**src/rtl/matlab_2bit.sv**
```systemverilog
// Second-order error-feedback delta-sigma modulator with a 4-level quantizer.
// Noise transfer function (1 - z^-1)^2; one Q1.15 sample in, one registered level out per clock.
module matlab_2bit #(
    parameter int W   = 16,
    parameter int DSH = 4
) (
    input  logic                CLK,
    input  logic [15:0]         reset,
    input  logic signed [W-1:0] v_12,
    input  logic signed [W-1:0] v_tmp12,
    output logic signed [W-1:0] v_lsli
);

    localparam int SW = W + 3;

    localparam logic signed [SW-1:0] S_MAX = {{(SW-W+1){1'b0}}, {(W-1){1'b1}}};
    localparam logic signed [SW-1:0] S_MIN = {{(SW-W+1){1'b1}}, {(W-1){1'b0}}};

    localparam logic signed [W-1:0] TH_NEG = {2'b11, {(W-2){1'b0}}};
    localparam logic signed [W-1:0] TH_POS = {2'b01, {(W-2){1'b0}}};

    localparam logic signed [W-1:0] Q_NEG_HI = {3'b101, {(W-3){1'b0}}};
    localparam logic signed [W-1:0] Q_NEG_LO = {3'b111, {(W-3){1'b0}}};
    localparam logic signed [W-1:0] Q_POS_LO = {3'b001, {(W-3){1'b0}}};
    localparam logic signed [W-1:0] Q_POS_HI = {3'b011, {(W-3){1'b0}}};

    function automatic logic signed [W-1:0] sat_w(input logic signed [SW-1:0] s);
        logic signed [W-1:0] r;
        if (s > S_MAX)
            r = S_MAX[W-1:0];
        else if (s < S_MIN)
            r = S_MIN[W-1:0];
        else
            r = s[W-1:0];
        return r;
    endfunction

    // Boundaries fall into the upper level.
    function automatic logic signed [W-1:0] quant(input logic signed [W-1:0] w);
        logic signed [W-1:0] r;
        if (w < TH_NEG)
            r = Q_NEG_HI;
        else if (w < $signed({W{1'b0}}))
            r = Q_NEG_LO;
        else if (w < TH_POS)
            r = Q_POS_LO;
        else
            r = Q_POS_HI;
        return r;
    endfunction

    logic signed [W-1:0]  e1_q, e2_q, v_lsli_q;
    logic signed [W-1:0]  e1_d, e2_d, v_lsli_d;
    logic signed [W-1:0]  dith;
    logic signed [SW-1:0] s_sum;
    logic signed [W-1:0]  w_sat;
    logic signed [W-1:0]  q_lvl;
    logic                 rst;

    assign rst  = |reset;
    assign dith = v_tmp12 >>> DSH;

    always_comb begin
        s_sum = {{3{v_12[W-1]}}, v_12}
              + {{3{dith[W-1]}}, dith}
              + {{2{e1_q[W-1]}}, e1_q, 1'b0}
              - {{3{e2_q[W-1]}}, e2_q};
        w_sat    = sat_w(s_sum);
        q_lvl    = quant(w_sat);
        // |w - q| <= 0.25 after saturation, so W bits hold the error exactly.
        e1_d     = w_sat - q_lvl;
        e2_d     = e1_q;
        v_lsli_d = q_lvl;
    end

    always_ff @(posedge CLK) begin
        if (rst) begin
            e1_q     <= '0;
            e2_q     <= '0;
            v_lsli_q <= '0;
        end else begin
            e1_q     <= e1_d;
            e2_q     <= e2_d;
            v_lsli_q <= v_lsli_d;
        end
    end

    assign v_lsli = v_lsli_q;

endmodule

```
**config.mk**
```make
export PLATFORM = sky130hd
export DESIGN_NAME = matlab_2bit
export DESIGN_NICKNAME = d
export VERILOG_FILES = /design/src/rtl/matlab_2bit.sv
export SDC_FILE = /design/constraint.sdc
export NUM_CORES = 1
export LEC_CHECK = 0
export CORE_MARGIN = 2
export CORE_UTILIZATION = 30
export DETAILED_ROUTE_END_ITERATION = 7
export PLACE_DENSITY_LB_ADDON = 0.3
export SYNTH_ARGS = -nofsm -noshare
export SYNTH_HDL_FRONTEND = slang
export SYNTH_SLANG_ARGS = --single-unit
```
**constraint.sdc**
```tcl
create_clock -name CLK -period 9.1 [get_ports CLK]
set_input_delay 1.82 -clock CLK [delete_from_list [all_inputs] [get_ports CLK]]
set_output_delay 1.82 -clock CLK [all_outputs]
set_load 0.05 [all_outputs]
```
* Yosys cells after proc, flatten, opt, wreduce, memory -nomap -nowiden *
Cells that the tools add are included.
Widths: inputs -> output; s select.

cells by class
  add/sub/neg operators = 4
  $lt $le $gt $ge = 5
  reduce and logical (&&, ||, !) cells = 1
  muxes and demuxes = 5

operators by type and width
  kind                  number
  $mux 16               4
  $gt 19x16->1 const B  1
  $lt 19x16->1 const B  1
  $sub 18x16->19        1
  $add 17x17->18        1
  $add 16x12->17        1
  $lt 16x1->1 const B   1
  $lt 16x15->1 const B  1
  $lt 16x16->1 const B  1
  $reduce_or 16->1      1
  $sub 16x16->16        1
  $mux 15               1

storage, ports and cells
  input port bits = 49
  logic and storage cells = 18
  output and inout port bits = 16
  bits in registers = 48

* Logic depth before layout (Yosys ltp) *
Gate-level depths: netlist of the first run.

  word-level depth = 11
  gate-level depth with buffers = 16
  mapped depth without buffers = 16

* Least setup slack after synthesis of the first run *
No wires, ideal clock.

  path kind = input port to flip-flop
  start point = input port v_12[1]
  end point = register e1_q[14]
  arrival time = 5.672 ns
  path buffers = 0
  data required time = 8.974 ns
  setup time = 0.126 ns
  slack = 3.301 ns
  cell stages on the path = 13
  cell sequence = fa_1 -> fa_1 -> ha_1 -> fa_1 -> a21o_1 -> a311o_2 -> a31oi_4 -> or3_4 -> nand2_4 -> or4_4 -> o211a_4 -> fa_1 -> nor2_1

between the ends
  longest elaborated chain between the ends = 11
  elaborated cells on any way between the ends = 14
  classes of those cells = add/sub (4); order compare (5); mux (5)

ends and longest elaborated chain
  what                    line  source
  start: declaration      9     input logic signed [W-1:0] v_12,
  $add 16x12->17 (*)      65    + {{3{dith[W-1]}}, dith}
  $add 17x17->18 (*)      66    + {{2{e1_q[W-1]}}, e1_q, 1'b0}
  $sub 18x16->19 (*)      67    - {{3{e2_q[W-1]}}, e2_q};
  $lt 19x16->1            31    else if (s < S_MIN)
  $mux 16                 31
  $mux 16 (*)             29    if (s > S_MAX)
  $lt 16x16->1            45    else if (w < TH_POS)
  $mux 15                 45
  $mux 16                 43    else if (w < $signed({W{1'b0}}))
  $mux 16 (*)             41    if (w < TH_NEG)
  net q_lvl[14]           57    logic signed [W-1:0] q_lvl;
  $sub 16x16->16 (*)      71    e1_d = w_sat - q_lvl;
  end signal: assignment  78    e1_q <= '0;
  end signal: assignment  82    e1_q <= e1_d;
  end: declaration        52    logic signed [W-1:0] e1_q, e2_q, v_lsli_q;

Mark *: on every way through the listed nets, which the timed path passes. The rest lies on a longest branch.
A chain may end at the register's enable or synchronous reset.

* Final worst setup path of the first run *
  start point = input port v_tmp12[15]
  end point = register e1_q[14]

between the ends
  longest elaborated chain between the ends = 11
  elaborated cells on any way between the ends = 14
  classes of those cells = add/sub (4); order compare (5); mux (5)

ends and longest elaborated chain
  what                line  source
  start: declaration  10    input logic signed [W-1:0] v_tmp12,
  $add 16x12->17 (*)  65
  $add 17x17->18 (*)  66
  $sub 18x16->19 (*)  67
  $lt 19x16->1        31
  $mux 16             31
  $mux 16 (*)         29
  $lt 16x16->1        45
  $mux 15             45
  $mux 16             43
  $mux 16 (*)         41
  net q_lvl[14]       57
  $sub 16x16->16 (*)  71

Marked as above.

==> summary.md, run 1 <==
| Metric | Value |
|---|---|
| Clock Tree Root | clkbuf_8 |
| Leak pwr | 0.00167 uW |
| Worst Path Buf+Inv | 3 |
| CTS tree | done |
| Worst endpoint data arrival time | 6.68 ns |
| Worst hold path type | reg2reg |
| Post-CTS sizing | 0 |
| R2r startpoint | e2_q[1] |
| Cell mode on critical path | fa_1 |
| Clk sinks | 35 |
| GRT overflow | 0 |
| # hold bufs at CTS | 0 |
| Critical path's slowest cell | clkdlybuf4s50_1 |
| Die footprint | 11500 um^2 |
| Maximum VDD drop | 0.0000606 V |
| Synthesized flop and latch total | 35 |
| Vias in the first global route | 2641 |
| Sequential share of the synthesized area | 22.0% |
| Worst setup margin | 2.59 ns |
| DP HPWL | 5250 um |
| MaxCap Viol Count | 0 |
| Drt initial violations | 88 |
| Top_reg_cell synth | dfxtp_1 |
| Via count | 2487 |
| Post-Synthesis Cells | 364 |
| Post-route setup TNS | 0 ns |
| Final min period | 6.51 ns |
| Ports | 65 |
| Crit-path cells | clkdlybuf4s50_1 -> fa_1 -> inv_1 -> fa_1 -> inv_1 -> ha_1 -> a211oi_1 -> nor2_1 -> a2111oi_2 -> a211o_2 -> nand2_1 -> or4_4 -> o211a_4 -> fa_1 -> nor2_1 |
| Clock skew | 0.00408 ns |
| Die width | 107 um |
| Rel. slew slack | 48.0% |
| Worst path max stage delay | 0.60 ns |
| Yosys warnings | 0 |
| DRC | 0 |
| Yosys cell types | 58 |
| Fmax | 0.154 GHz |
| Clk pin slew, worst setup/hold paths | 0.07 ns |
| Hold Vio Cnt, Final | 0 |
| Critical path capture point type | register |
| First-pass GRT wire length | 11800 um |
| Die Y | 107 um |
| GPL Wtd Cong | 0.809 |
| Core Area | 10300 um^2 |
| Placed cell area | 3750 um^2 |
| Setup Slack @ Placement | 2.29 ns |
| R2R Setup Slk | 4.44 ns |
| Number of post-CTS setup repair buffers | 0 |
| Worst-Margin Slew | 0.770 ns |
| Critical path launch point | v_tmp12[15] |
| Commonest cells after routing, fill and taps aside | 91 x inv_1, 47 x clkdlybuf4s50_1, 35 x dfxtp_1, 33 x fa_1, 25 x a21oi_1 |
| Worst-Skew Late Latency | 0.29 ns |
| Worst R2R End | e1_q[14] |
| Outcome | finished clean |
| GRT Total Usage | 12.9% |
| Critical path required time | 9.27 ns |
| Max FO, Critical Path | 13 |
| Final worst-path cycle share | 71.5% |
| Startpoint types | input port |
| CTS buffer count | 5 |
| DRT antenna net count | 0 |
| Starting density of the core | 30.9% |
| Total wire length | 6690 um |
| Routed len/inst | 12.2 um |
| Synth async-reset ratio | 0% |
| CP endpoint | e1_q[14] |
| P per Cell Area | 164 nW/um^2 |
| Layout cell share with drive strength beyond 1 | 7.06% |
| Commonest non-fill, non-tap cell in the layout | inv_1 |
| Top cell type's share of synthesized area | 22.0% |
| Nets | 512 |
| Syn avg cell area | 8.75 um^2 |
| Final Slew Violations | 0 |
| Cell area after layout | 3830 um^2 |
| Cell Area, Synth | 3190 um^2 |
| Number of H-tree levels | 2 |
| Synth-to-Final Area Change | 20.3% |
| RSZ-0062 raised after global routing | no |
| Drt pass-1 iters | 4 |
| CP Class | in2reg |
| Reg2reg path depth | 14 |
| CP top delay family | adder cells |
| Area leader, netlist | dfxtp_1 |
| Largest cells by area after synthesis | dfxtp_1 22%, fa_1 21%, inv_1 11% |
| # rows | 37 |
| Drt via density | 4.55 |
| Number of cells on the critical path | 15 |
| # setup viols final | 0 |
| Number of flops mapped to enable cells by yosys | 0 |
| Clock Path Buffers | 2 |
| I/O Buffers | 47 |
| N_diodes | 0 |
| Largest net degree at the start of global routing | 26 |
| Initial antenna violation count | 0 |
| Hold path startpoint | e1_q[4] |
==> metrics by stage <==
stage	hold slack, ns	util, %	std cells	power [uW]
after floorplan	0.454	-	376	440
after global placement	0.462	36.3	540	510
final	0.472	37.1	547	628
after CTS	0.476	37.1	547	638
after detailed placement	0.465	36.3	540	513
after global routing	0.499	37.1	547	688
==> Yosys cell counts, types with 2 or more instances <==
library cell	n
o31ai_1	3
dfxtp_1	35
a21oi_1	25
nor4_1	12
or4_4	2
nor2_1	22
fa_1	33
buf_4	15
ha_1	19
o21ai_1	3
nand4_1	2
o21bai_1	2
a21o_1	8
and2_1	4
nor3_1	11
o21ai_0	5
inv_1	91
xor2_1	4
nand2b_1	4
clkbuf_1	4
a211oi_1	3
o21a_1	3
nand2_1	12
xnor2_1	8
==> per-layer routing <==
layer | share of wire [%] | vias to the layer above | GRT usage, %
met5 | 0 | - | 0
met4 | 0.91 | 0 | 2.88
met3 | 4.1 | 6 | 2.55
met2 | 48 | 46 | 22.6
met1 | 47 | 1185 | 16.3
li1 | - | 1250 | -
==> worst min path at each step <==
stage | to | slack [ns] | cells after the start
floorplan | e2_q[10] | 0.45 | 2
global placement | e2_q[4] | 0.46 | 2
detailed placement | e2_q[4] | 0.47 | 2
CTS | e2_q[4] | 0.48 | 2
global route | e2_q[7] | 0.50 | 2
finish | e2_q[4] | 0.47 | 2
==> worst register-to-register path: cells and delay by family (launching register included) <==
| family | cells | cell delay (ns) |
|---|---|---|
| adder cells (fa/ha/maj) | 5 | 2.10 |
| AND/OR/NAND/NOR | 4 | 1.07 |
| AO/OA/AOI/OAI | 4 | 1.03 |
| flip-flops | 1 | 0.31 |
| buffers and inverters | 1 | 0.04 |
==> final cells by class <==
type	instances	area [um^2]
repair buffers	48	478
flip-flops and latches	35	701
fillers	1080	6490
well taps	136	170
inverters	92	348
clock inverters	1	5.00
multi-input cells	229	2050
clock buffers	6	82.6
==> registers in the layout, indices dropped and copies added (netlist names) <==
signal and flops:
e2_q 16, v_lsli 3, e1_q 16
==> report_power, final <==
group	total [uW]	internal (uW)	switching, uW
Clock	118	59.5	58.6
Sequential	153	153	0.000691
Combinational	357	140	217
Total	628	353	276
==> cells by family (layout without fill, tap and decap cells) <==
group           after synthesis  after routing  synth area share (%)
compound gates               76             76                  18.5
xor+xnor                     13             13                  3.81
fa+ha+maj                    52             52                  28.2
buf+inv                     112            147                  15.1
flops                        35             35                  22.0
other cells                   1             13                 0.118
simple gates                 75             75                  12.3
Power figures use the tool's default switching activity.
==> run 2, diff against run 1 <==
clock period = 6.6 ns   (was 9.1 ns; I/O delays follow)
==> summary.md, run 2 (same netlist as run 1, synthesis figures left out) <==
| Metric | Value |
|---|---|
| Outcome | finished clean |
| CTS buffer count | 5 |
| Layout cell share with drive strength beyond 1 | 7.73% |
| I/O Buffers | 47 |
| Clock Tree Root | clkbuf_8 |
| # setup viols final | 0 |
| Cell mode on critical path | fa_1 |
| Critical path's slowest cell | clkdlybuf4s50_1 |
| GRT Total Usage | 12.6% |
| Post-route setup TNS | 0 ns |
| Ports | 65 |
| Commonest cells after routing, fill and taps aside | 91 x inv_1, 47 x clkdlybuf4s50_1, 35 x dfxtp_1, 33 x fa_1, 25 x a21oi_1 |
| Critical path capture point type | register |
| Maximum VDD drop | 0.0000750 V |
| # rows | 37 |
| Area occupied by multi-input gates | 2050 um^2 |
| DRC | 0 |
| Worst hold path type | reg2reg |
| Util after Layout | 37.4% |
| CP Class | in2reg |
| MaxCap Viol Count | 0 |
| Worst path max stage delay | 0.60 ns |
| Max FO, Critical Path | 7 |
| Core Area | 10300 um^2 |
| Die footprint | 11500 um^2 |
| Leak pwr | 0.00169 uW |
| Number of post-CTS setup repair buffers | 0 |
| Rel. slew slack | 49.5% |
| Final worst-path cycle share | 86.9% |
| Clock Path Buffers | 2 |
| Commonest non-fill, non-tap cell in the layout | inv_1 |
| Via count | 2508 |
| CTS tree | done |
| Post-CTS sizing | 0 |
| Worst Path Buf+Inv | 3 |
| Hold Vio Cnt, Final | 0 |
| Vias in the first global route | 2568 |
| Die width | 107 um |
| CP top delay family | adder cells |
| Starting density of the core | 30.9% |
| N_diodes | 0 |
| # hold bufs at CTS | 0 |
| Final total power | 879 uW |
| Critical path required time | 6.78 ns |
| Reg area | 701 um^2 |
| First-pass GRT wire length | 11600 um |
| Drt initial violations | 111 |
| Die Y | 107 um |
| Fill cells | 1057 |
| Final min period | 5.73 ns |
| Total wire length | 6570 um |
| Initial antenna violation count | 0 |
| Nets | 515 |
| P per Cell Area | 228 nW/um^2 |
| Worst-Margin Slew | 0.748 ns |
| Synth-to-Final Area Change | 21.1% |
| Clock skew | 0.00920 ns |
| Drt via density | 4.56 |
| Worst-Skew Late Latency | 0.29 ns |
| Clk sinks | 35 |
| DP HPWL | 5270 um |
| Fmax | 0.174 GHz |
| Drt pass-1 iters | 6 |
| Crit-path cells | clkdlybuf4s50_1 -> fa_1 -> inv_1 -> fa_1 -> inv_1 -> ha_1 -> a211oi_1 -> nor2_1 -> a2111oi_2 -> a211o_2 -> nand2_1 -> or4_4 -> o211a_4 -> fa_1 -> nor2_1 |
| Final Slew Violations | 0 |
| Largest net degree at the start of global routing | 26 |
| GPL Wtd Cong | 0.829 |
| Number of H-tree levels | 2 |
| Routed len/inst | 11.9 um |
| Worst endpoint data arrival time | 5.91 ns |
| DRT antenna net count | 0 |
| GRT overflow | 0 |
| RSZ-0062 raised after global routing | no |
| Clk pin slew, worst setup/hold paths | 0.07 ns |
| Startpoint types | input port |
-- run 2: cell type report --
class	count	share of cell area, %
multi-input cells	229	53.1
flip-flops and latches	35	18.2
repair buffers	51	13.0
inverters	92	9.02
well taps	136	4.41
clock buffers	6	2.14
clock inverters	1	0.130
-- run 2: worst reg2reg max path, stage by stage (launching register included) --
cell and delay (ns):
dfxtp_1 0.31, inv_1 0.04, fa_1 0.46, fa_1 0.47, ha_1 0.25, fa_1 0.41
a21o_1 0.23, a311o_2 0.45, a31oi_4 0.23, or3_4 0.18, nand2_4 0.12, or4_4 0.56
o211a_4 0.17, fa_1 0.50, nor2_1 0.04
-- run 2: layer usage --
layer / track usage, % / routed length, um / vias up
li1: - / - / 1254
met1: 16.2 / 3060 / 1173
met2: 20.7 / 3010 / 71
met3: 3.10 / 364 / 10
met4: 4.17 / 129 / 0
met5: 0 / 0 / -
-- run 2: power breakdown --
| group | internal, uW | total [uW] | switching [uW] |
|---|---|---|---|
| Clock | 82.1 | 166 | 83.7 |
| Sequential | 211 | 211 | 0.000904 |
| Combinational | 203 | 503 | 300 |
-- run 2: path summary, 6_finish.rpt --
check              to        start  slack (ns)  depth (start not counted)
min reg2reg   e2_q[4]      e1_q[4]        0.47                          2
max          e1_q[14]  v_tmp12[15]        0.87                         15
min           e2_q[4]      e1_q[4]        0.47                          2
max reg2reg  e1_q[14]      e2_q[1]        2.06                         14
-- run 2: metrics by stage --
step / hold WS (ns) / instances / area (um^2) / setup WS (ns)
CTS: 0.477 / 550 / 3860 / 0.840
finish: 0.470 / 550 / 3860 / 0.868
floorplan: 0.454 / 376 / 3230 / 1.30
detailed placement: 0.467 / 543 / 3770 / 0.537
global route: 0.501 / 550 / 3860 / 0.524
global placement: 0.461 / 543 / 3770 / 0.555
==> run 3, diff against run 2 <==
==> constraint.sdc (replaced) <==
create_clock -name CLK -period 6.6 [get_ports CLK]
set_input_delay 1.32 -clock CLK [delete_from_list [all_inputs] [get_ports CLK]]
set_output_delay 1.32 -clock CLK [all_outputs]
set_load 0.1 [all_outputs]
==> results of run 3 <==
Same layout as run 2 (identical final DEF). Status: finished clean.
Main changes from that run: total power 879 uW -> 895 uW
